<file path="config.mk">
export PLATFORM = sky130hd
export DESIGN_NAME = rx_unit
export DESIGN_NICKNAME = d
export VERILOG_FILES = /design/src/rtl/rx_unit.sv
export SDC_FILE = /design/constraint.sdc
export NUM_CORES = 1
export LEC_CHECK = 0
export ABC_AREA = 0
export CAP_MARGIN = 10
export CORE_ASPECT_RATIO = 1.25
export CORE_MARGIN = 10
export CORE_UTILIZATION = 50
export CTS_CLUSTER_DIAMETER = 60
export CTS_CLUSTER_SIZE = 12
export DETAILED_ROUTE_END_ITERATION = 8
export GPL_ROUTABILITY_DRIVEN = 0
export GPL_TIMING_DRIVEN = 0
export PLACE_DENSITY_LB_ADDON = 0.1
export RECOVER_POWER = 50
export SYNTH_ARGS = -nofsm -noshare
export SYNTH_HDL_FRONTEND = slang
export SYNTH_SLANG_ARGS = --single-unit
</file>
<file path="constraint.sdc">
create_clock -name clock -period 3.95 [get_ports clock]
set_input_delay 1.185 -clock clock [delete_from_list [all_inputs] [get_ports clock]]
set_output_delay 1.185 -clock clock [all_outputs]
set_load 0.005 [all_outputs]
</file>
<file path="src/rtl/rx_unit.sv">
// UART receiver: 2-flop synchroniser, 16x oversampling tick divider and a frame FSM
// decoding start, 7/8 data bits LSB-first, optional odd/even parity and 1/2 stop bits.
module rx_unit #(
    parameter int CLK_FREQ   = 50_000_000,
    parameter int OVERSAMPLE = 16
) (
    input  logic       clock,
    input  logic       rst,
    input  logic       rx_in,
    input  logic [1:0] baud_rate,
    input  logic [1:0] parity_type,
    input  logic       data_length,
    input  logic       stop_bits,
    output logic [7:0] data_out,
    output logic       rx_active,
    output logic       rx_done,
    output logic       parity_error,
    output logic       stop_error
);
    localparam logic [15:0] DIV_2400  = 16'(CLK_FREQ / (OVERSAMPLE * 2400));
    localparam logic [15:0] DIV_4800  = 16'(CLK_FREQ / (OVERSAMPLE * 4800));
    localparam logic [15:0] DIV_9600  = 16'(CLK_FREQ / (OVERSAMPLE * 9600));
    localparam logic [15:0] DIV_19200 = 16'(CLK_FREQ / (OVERSAMPLE * 19200));

    typedef enum logic [2:0] {
        IDLE, START, DATA, PARITY, STOP, DONE, WAIT_HIGH
    } state_t;

    state_t      state_q, state_d;
    logic        sync1_q, sync2_q, rx_s;
    logic [15:0] div_cnt_q, div_cnt_d, div_sel;
    logic [1:0]  baud_prev_q, baud_eff;
    logic        tick;
    logic [3:0]  tick_cnt_q, tick_cnt_d;
    logic [2:0]  bit_cnt_q, bit_cnt_d;
    logic [7:0]  shreg_q, shreg_d;
    logic        par_bit_q, par_bit_d;
    logic        serr_acc_q, serr_acc_d;
    logic [1:0]  baud_q, baud_d, par_q, par_d;
    logic        len_q, len_d, stop2_q, stop2_d;
    logic [7:0]  data_out_q, data_out_d;
    logic        rx_active_q, rx_active_d, rx_done_q, rx_done_d;
    logic        perr_q, perr_d, serr_q, serr_d;
    logic [7:0]  data_byte;
    logic        par_en, perr_calc, stop_sample_err;

    assign rx_s = sync2_q;

    // The divider follows the live baud input only while idle; mid-frame it uses the latched rate.
    always_comb begin
        baud_eff = (state_q == IDLE) ? baud_rate : baud_q;
        unique case (baud_eff)
            2'b00:   div_sel = DIV_2400;
            2'b01:   div_sel = DIV_4800;
            2'b10:   div_sel = DIV_9600;
            default: div_sel = DIV_19200;
        endcase
        tick      = (baud_eff == baud_prev_q) && (div_cnt_q == div_sel - 16'd1);
        div_cnt_d = ((baud_eff != baud_prev_q) || tick) ? 16'd0 : div_cnt_q + 16'd1;
    end

    always_comb begin
        data_byte       = len_q ? shreg_q : {1'b0, shreg_q[7:1]};
        par_en          = (par_q == 2'b01) || (par_q == 2'b10);
        perr_calc       = par_en && ((^data_byte ^ par_bit_q) != (par_q == 2'b01));
        stop_sample_err = serr_acc_q | ~rx_s;
    end

    always_comb begin
        state_d     = state_q;
        tick_cnt_d  = tick_cnt_q;
        bit_cnt_d   = bit_cnt_q;
        shreg_d     = shreg_q;
        par_bit_d   = par_bit_q;
        serr_acc_d  = serr_acc_q;
        baud_d      = baud_q;
        par_d       = par_q;
        len_d       = len_q;
        stop2_d     = stop2_q;
        data_out_d  = data_out_q;
        rx_active_d = rx_active_q;
        rx_done_d   = 1'b0;
        perr_d      = perr_q;
        serr_d      = serr_q;

        if (tick && (state_q == DATA || state_q == PARITY || state_q == STOP))
            tick_cnt_d = tick_cnt_q + 4'd1;

        unique case (state_q)
            IDLE: begin
                if (!rx_s) begin
                    state_d     = START;
                    tick_cnt_d  = 4'd0;
                    bit_cnt_d   = 3'd0;
                    serr_acc_d  = 1'b0;
                    rx_active_d = 1'b1;
                    baud_d      = baud_rate;
                    par_d       = parity_type;
                    len_d       = data_length;
                    stop2_d     = stop_bits;
                end
            end
            START: begin
                if (tick) begin
                    if (tick_cnt_q == 4'd7) begin
                        tick_cnt_d = 4'd0;
                        if (rx_s) begin
                            state_d     = IDLE;
                            rx_active_d = 1'b0;
                        end else begin
                            state_d = DATA;
                        end
                    end else begin
                        tick_cnt_d = tick_cnt_q + 4'd1;
                    end
                end
            end
            DATA: begin
                if (tick && tick_cnt_q == 4'd15) begin
                    shreg_d   = {rx_s, shreg_q[7:1]};
                    bit_cnt_d = bit_cnt_q + 3'd1;
                    if (bit_cnt_q == (len_q ? 3'd7 : 3'd6)) begin
                        bit_cnt_d = 3'd0;
                        state_d   = par_en ? PARITY : STOP;
                    end
                end
            end
            PARITY: begin
                if (tick && tick_cnt_q == 4'd15) begin
                    par_bit_d = rx_s;
                    state_d   = STOP;
                end
            end
            STOP: begin
                if (tick && tick_cnt_q == 4'd15) begin
                    if (stop2_q && bit_cnt_q == 3'd0) begin
                        bit_cnt_d  = 3'd1;
                        serr_acc_d = stop_sample_err;
                    end else begin
                        // Results are registered together with rx_done so they are valid during the pulse.
                        state_d     = DONE;
                        data_out_d  = data_byte;
                        perr_d      = perr_calc;
                        serr_d      = stop_sample_err;
                        rx_done_d   = 1'b1;
                        rx_active_d = 1'b0;
                    end
                end
            end
            DONE:      state_d = rx_s ? IDLE : WAIT_HIGH;
            WAIT_HIGH: if (rx_s) state_d = IDLE;
            default:   state_d = IDLE;
        endcase
    end

    always_ff @(posedge clock or negedge rst) begin
        if (!rst) begin
            sync1_q     <= 1'b1;
            sync2_q     <= 1'b1;
            state_q     <= IDLE;
            div_cnt_q   <= 16'd0;
            baud_prev_q <= 2'b00;
            tick_cnt_q  <= 4'd0;
            bit_cnt_q   <= 3'd0;
            shreg_q     <= 8'd0;
            par_bit_q   <= 1'b0;
            serr_acc_q  <= 1'b0;
            baud_q      <= 2'b00;
            par_q       <= 2'b00;
            len_q       <= 1'b0;
            stop2_q     <= 1'b0;
            data_out_q  <= 8'd0;
            rx_active_q <= 1'b0;
            rx_done_q   <= 1'b0;
            perr_q      <= 1'b0;
            serr_q      <= 1'b0;
        end else begin
            sync1_q     <= rx_in;
            sync2_q     <= sync1_q;
            state_q     <= state_d;
            div_cnt_q   <= div_cnt_d;
            baud_prev_q <= baud_eff;
            tick_cnt_q  <= tick_cnt_d;
            bit_cnt_q   <= bit_cnt_d;
            shreg_q     <= shreg_d;
            par_bit_q   <= par_bit_d;
            serr_acc_q  <= serr_acc_d;
            baud_q      <= baud_d;
            par_q       <= par_d;
            len_q       <= len_d;
            stop2_q     <= stop2_d;
            data_out_q  <= data_out_d;
            rx_active_q <= rx_active_d;
            rx_done_q   <= rx_done_d;
            perr_q      <= perr_d;
            serr_q      <= serr_d;
        end
    end

    assign data_out     = data_out_q;
    assign rx_active    = rx_active_q;
    assign rx_done      = rx_done_q;
    assign parity_error = perr_q;
    assign stop_error   = serr_q;
endmodule

</file>
# Word-level counts from Yosys, hierarchy flattened
# Cells that the tools add are included.
# totals
wordCells	122
out_inout_bits	12
inputBits	9
register_bits	58
# op_classes
reduce_logical	24
add_sub_neg	4
mux	43
n_eq_ne	28
bitwise	4
# op_table
op	count
$mux W3	16
$pmux W11 S3	1
$pmux W3 S7	1
$add A16 B1 Y16 const B	1
$eq A16 B16 Y1	1
$mux W16	1
$mux W4	4
$sub A16 B1 Y16 const B	1
$mux W1	13
$ne A2 B2 Y1 const B	6
$ne A2 B1 Y1 const B	5
$eq A3 B3 Y1 const B	3
$pmux W3 S3	1
$reduce_and A9 Y1	1
$mux W8	1
$pmux W4 S2	1
$reduce_xor A8 Y1	1
$reduce_and A7 Y1	1
$eq A3 B2 Y1 const B	2
$logic_not A3 Y1	2
$reduce_and A2 Y1	3
$reduce_bool A3 Y1	2
$logic_and A1 B1 Y1	5
$reduce_and A5 Y1	1
22 further kinds	29

# Depth between registers and ports, before layout
# depth
word_depth	11
ltp_mapped	14
mapped_depth_nobuf	11

# Worst setup path before layout
# OpenSTA, ideal clock, no wires.
# synth_path
path_type	input port to flip-flop
start	input port baud_rate[0]
end	register data_out_q[0] (netlist: data_out[0])
slack_ns	-0.356
setup_time_ns	0.125
required_time_ns	3.825
stages	11
path_buffers	2
arrival_ns	4.180
path_cell_list	or4b_4 > and2_1 > ha_1 > or3_1 > a211oi_1 > nand3_1 > or4_1 > buf_2 > or3b_4 > buf_6 > mux2_4
# synth_via
elab_chain_cells	8
elab_cells_between_ends	11
cone_classes	1 x add/sub; 4 x eq/ne; 2 x mux; 4 x reduce/logical
# synth_lines
element	line	source
start, declared	10	input logic [1:0] baud_rate,
$mux W2 (*)	51	baud_eff = (state_q == IDLE) ? baud_rate : baud_q;
$eq A2 B2 Y1 (tied with other cells)	52	unique case (baud_eff)
$pmux W11 S3	52	
$sub A16 B1 Y16	58	tick = (baud_eff == baud_prev_q) && (div_cnt_q == div_sel - 16'd1);
$eq A16 B16 Y1	58	
$logic_and A1 B1 Y1 (*)	58	
$logic_and A1 B1 Y1 (*)	135	if (tick && tick_cnt_q == 4'd15) begin
$reduce_and A3 Y1 (no line) (*)	n/a	
end signal, assigned	192	data_out_q <= data_out_d;
end, declared	41	logic [7:0] data_out_q, data_out_d;
# Every way passes the cells marked *; elsewhere a longest branch is shown, timed or not.
# A chain may end at the register's enable or synchronous reset.

# Worst setup path in the final report
# layout_path
start	input port baud_rate[0]
end	register data_out_q[6] (netlist: data_out[6])
# Same word-level chain as after synthesis.

==> results_dict.tcl <==
set metrics [dict create \
    grt_pass1_wl_microns 12300 \
    totalWireLength_microns 7020 \
    design_area_sq_um 3940 \
    power_frac_clock_pct 30.2 \
    layout.area.seq_sq_um 1450 \
    viasPerCell 5.45 \
    track_usage_pct 14.8 \
    io_buffers 20 \
    multi_input_area_sq_um 1760 \
    arrival_ps 4180 \
    dp_hpwl_microns 4950 \
    cp.required_ps 4180 \
    path_delay_family "simple AND/OR/NAND/NOR gates" \
    swShare_pct 35.1 \
    ys.flop_type "dfrtp_1" \
    cts_made_buffers 9 \
    synth_top_area_cell "dfrtp_1" \
    cts-htree-levels 3 \
    gr-total-overflow 0 \
    io_pins 21 \
    dieWidth_microns 92.1 \
    drt_iter0_markers 114 \
    p_int_mw 1.20 \
    drv_cap 0 \
    use_met3_pct 2.77 \
    cts_tree "built" \
    p_per_area_nw_per_um2 467 \
    fin_nets 387 \
    reg2reg_depth 12 \
    grt_max_degree 32 \
    first_pass_iters 4 \
    insertion_delay_ps 340 \
    postPlaceCellArea_sq_um 3620 \
    worstSetupEndpointType "flip-flop" \
    path_max_fanout 5 \
    worst_ir_drop_vdd_mv 0.418 \
    fin_crit_ps 3960 \
    yosysSeqAreaShare_pct 44.7 \
    core_area_sq_um 6250 \
    num_vias 2495 \
    ys.warnings.count 0 \
    setup_viol 4 \
    die_area_sq_um 10200 \
    holdPathStages 0 \
    synthArstFlopShare_pct 100 \
    synth_top_area_share_pct 43.1 \
    grt-busiest-layer "met2" \
    switching_power_mw 0.645 \
    fp-row-count 32 \
    syn_area_sq_um 3250 \
    avgRoutedWirePerCell_microns 15.3 \
    critical_path_class "input pin to flip-flop" \
    slew_headroom_pct 1.80 \
    cts_root_buf "clkbuf_8" \
    hp-class "flip-flop to flip-flop" \
    grt_util_met1_pct 17.5 \
    antenna_left 0 \
    place_ws_ps -955 \
    postSynthCellCount 331 \
    slew_viol_final 0 \
    p_comb_share_pct 30.5 \
    cp-start-kind "input pin" \
    layout-drive-gt1-share_pct 19.3 \
    antenna_found_initial 0 \
    area_growth_pct 21.0 \
    syn-num-nets 350 \
    antenna_cells 0 \
    tightest_slew_ps 1470 \
    rsz0062_at_grt "true" \
    skew_ps 11.5 \
    met2_usage_pct 26.3 \
    hold_viol_final 0 \
    ctsHoldBuffers 0 \
    fin_ws_ps -9.68 \
    status "complete, but fails checks" \
    worst_path_largest_cell_delay_ps 480 \
    path_cells "buf_8, or4b_4, and2_4, ha_4, or3_1, a211oi_2, nand3_1, or4_4, or3b_4, buf_12, mux2_4" \
    cts.sinks 58 \
    placed_cells 437 \
    clkTransAtPathRegs_ps 70 \
    max_freq_mhz 253 \
    leakage_nw 1.78 \
    drcViolationCount 0 \
    cp.depth 11 \
    synth.area.top_cells "dfrtp_1 (43%), mux2_2 (6.6%), nand2_1 (4.7%)" \
    worst-path-buf-inv 2 \
    power_frac_seq_pct 39.3 \
    synth_common_cells "dfrtp_1 (56), nand2_1 (41), nor2_1 (33)" \
    synth-edff-count 0 \
    clockBufferDepth 2 \
    violations "setup timing" \
    avgSynthCellArea_sq_um 9.83 \
    synth_seq_cells 58 \
    die_y_microns 110 \
    crit_slowest_cell "or4b_4" \
    nFillCells 524 \
    finalNonFillerCells 458 \
    synth.most_common_cell "dfrtp_1" \
    grt_pass1_vias 2622 \
    period_share_pct 100 \
    ys_types 48 \
    initial_core_util_pct 52.1 \
    whs_ps 357 \
]
per-stage QoR:
step                      util, %  setup TNS [ps]  power [mW]
after floorplan                 -           -1450        1.12
after global placement       57.8          -38370        1.26
after detailed placement     58.0          -29720        1.28
after CTS                    63.1           -3700        1.86
after global routing         63.0            -813        1.97
final                        63.0           -27.7        1.84
placed cells by master (no fill, tap or decap), types with 3 or more instances in the layout:
cell type	instances
a21oi_1	13
and3_1	4
buf_6	4
clkbuf_1	5
clkbuf_8	10
clkdlybuf4s50_1	16
clkinvlp_4	3
dfrtp_1	56
ha_1	8
inv_1	14
mux2_2	16
mux2_4	11
mux2i_1	3
nand2_1	40
nand2b_1	3
nand3_1	13
nand4_1	3
nor2_1	33
nor3_1	5
nor4_1	3
o21ai_0	14
o31ai_1	3
or3_1	6
xnor2_1	15
xor2_1	15
flip-flops by register name (all words and copies together), names as in the netlist:
register and cells:
div_cnt_q 16, data_out 8, shreg_q 8, tick_cnt_q 4, bit_cnt_q 3, state_q 3
baud_prev_q 2, baud_q 2, par_q 2, len_q 1, par_bit_q 1, parity_error 1
rx_active 1, rx_done 1, rx_s 1, serr_acc_q 1, stop2_q 1, stop_error 1
sync1_q 1
logic make-up after synthesis:
group | synth area share, %
AOI/OAI and AO/OA | 9.77
xor gates and xnor gates | 8.08
adders and majority gates | 3.85
buffers and inverters | 3.69
DFF | 44.7
muxes | 11.2
and+or+nand+nor | 18.7
layer usage:
metal | part of all wire (%) | wire (microns)
met2 | 52 | 3670
met5 | 0 | 0
met4 | 1.4 | 97
met3 | 2.7 | 192
met1 | 44 | 3070
repair_timing:
item                       4_1_cts  5_1_grt
pin swaps                        7        5
hold endpoints to repair         0        0
setup buffers                    5        1
setup endpoints to repair       37       35
gates resized for setup         23        4
cloned                           1        0
power groups by stage:
| stage | clock, mW | sequential [mW] | combinational, mW |
|---|---|---|---|
| after floorplan | 0 | 0.719 | 0.400 |
| after global placement | 0 | 0.733 | 0.522 |
| after detailed placement | 0 | 0.736 | 0.541 |
| after CTS | 0.567 | 0.725 | 0.568 |
| after global routing | 0.591 | 0.733 | 0.646 |
| final | 0.555 | 0.723 | 0.562 |
cell type report:
class / count / area share, %
clock inverter: 6 / 1.68
sequential: 58 / 36.9
timing repair buffer: 28 / 7.37
clock buffer: 10 / 3.50
tap: 85 / 2.70
multi-input combinational: 246 / 44.8
inverter: 16 / 1.53
buffer: 9 / 1.53
path summary, 6_finish.rpt:
kind	endpoint	startpoint	slack, ps
hold reg to reg	rx_s	sync1_q	360
max in group asynchronous	div_cnt_q[15]	rst	700
min in group asynchronous	par_q[1]	rst	1190
setup / recovery	data_out[6]	baud_rate[0]	-10
setup reg to reg	data_out[6]	state_q[2]	250
hold / removal	rx_s	sync1_q	360
No activity file was read; power rests on OpenSTA's default activity.
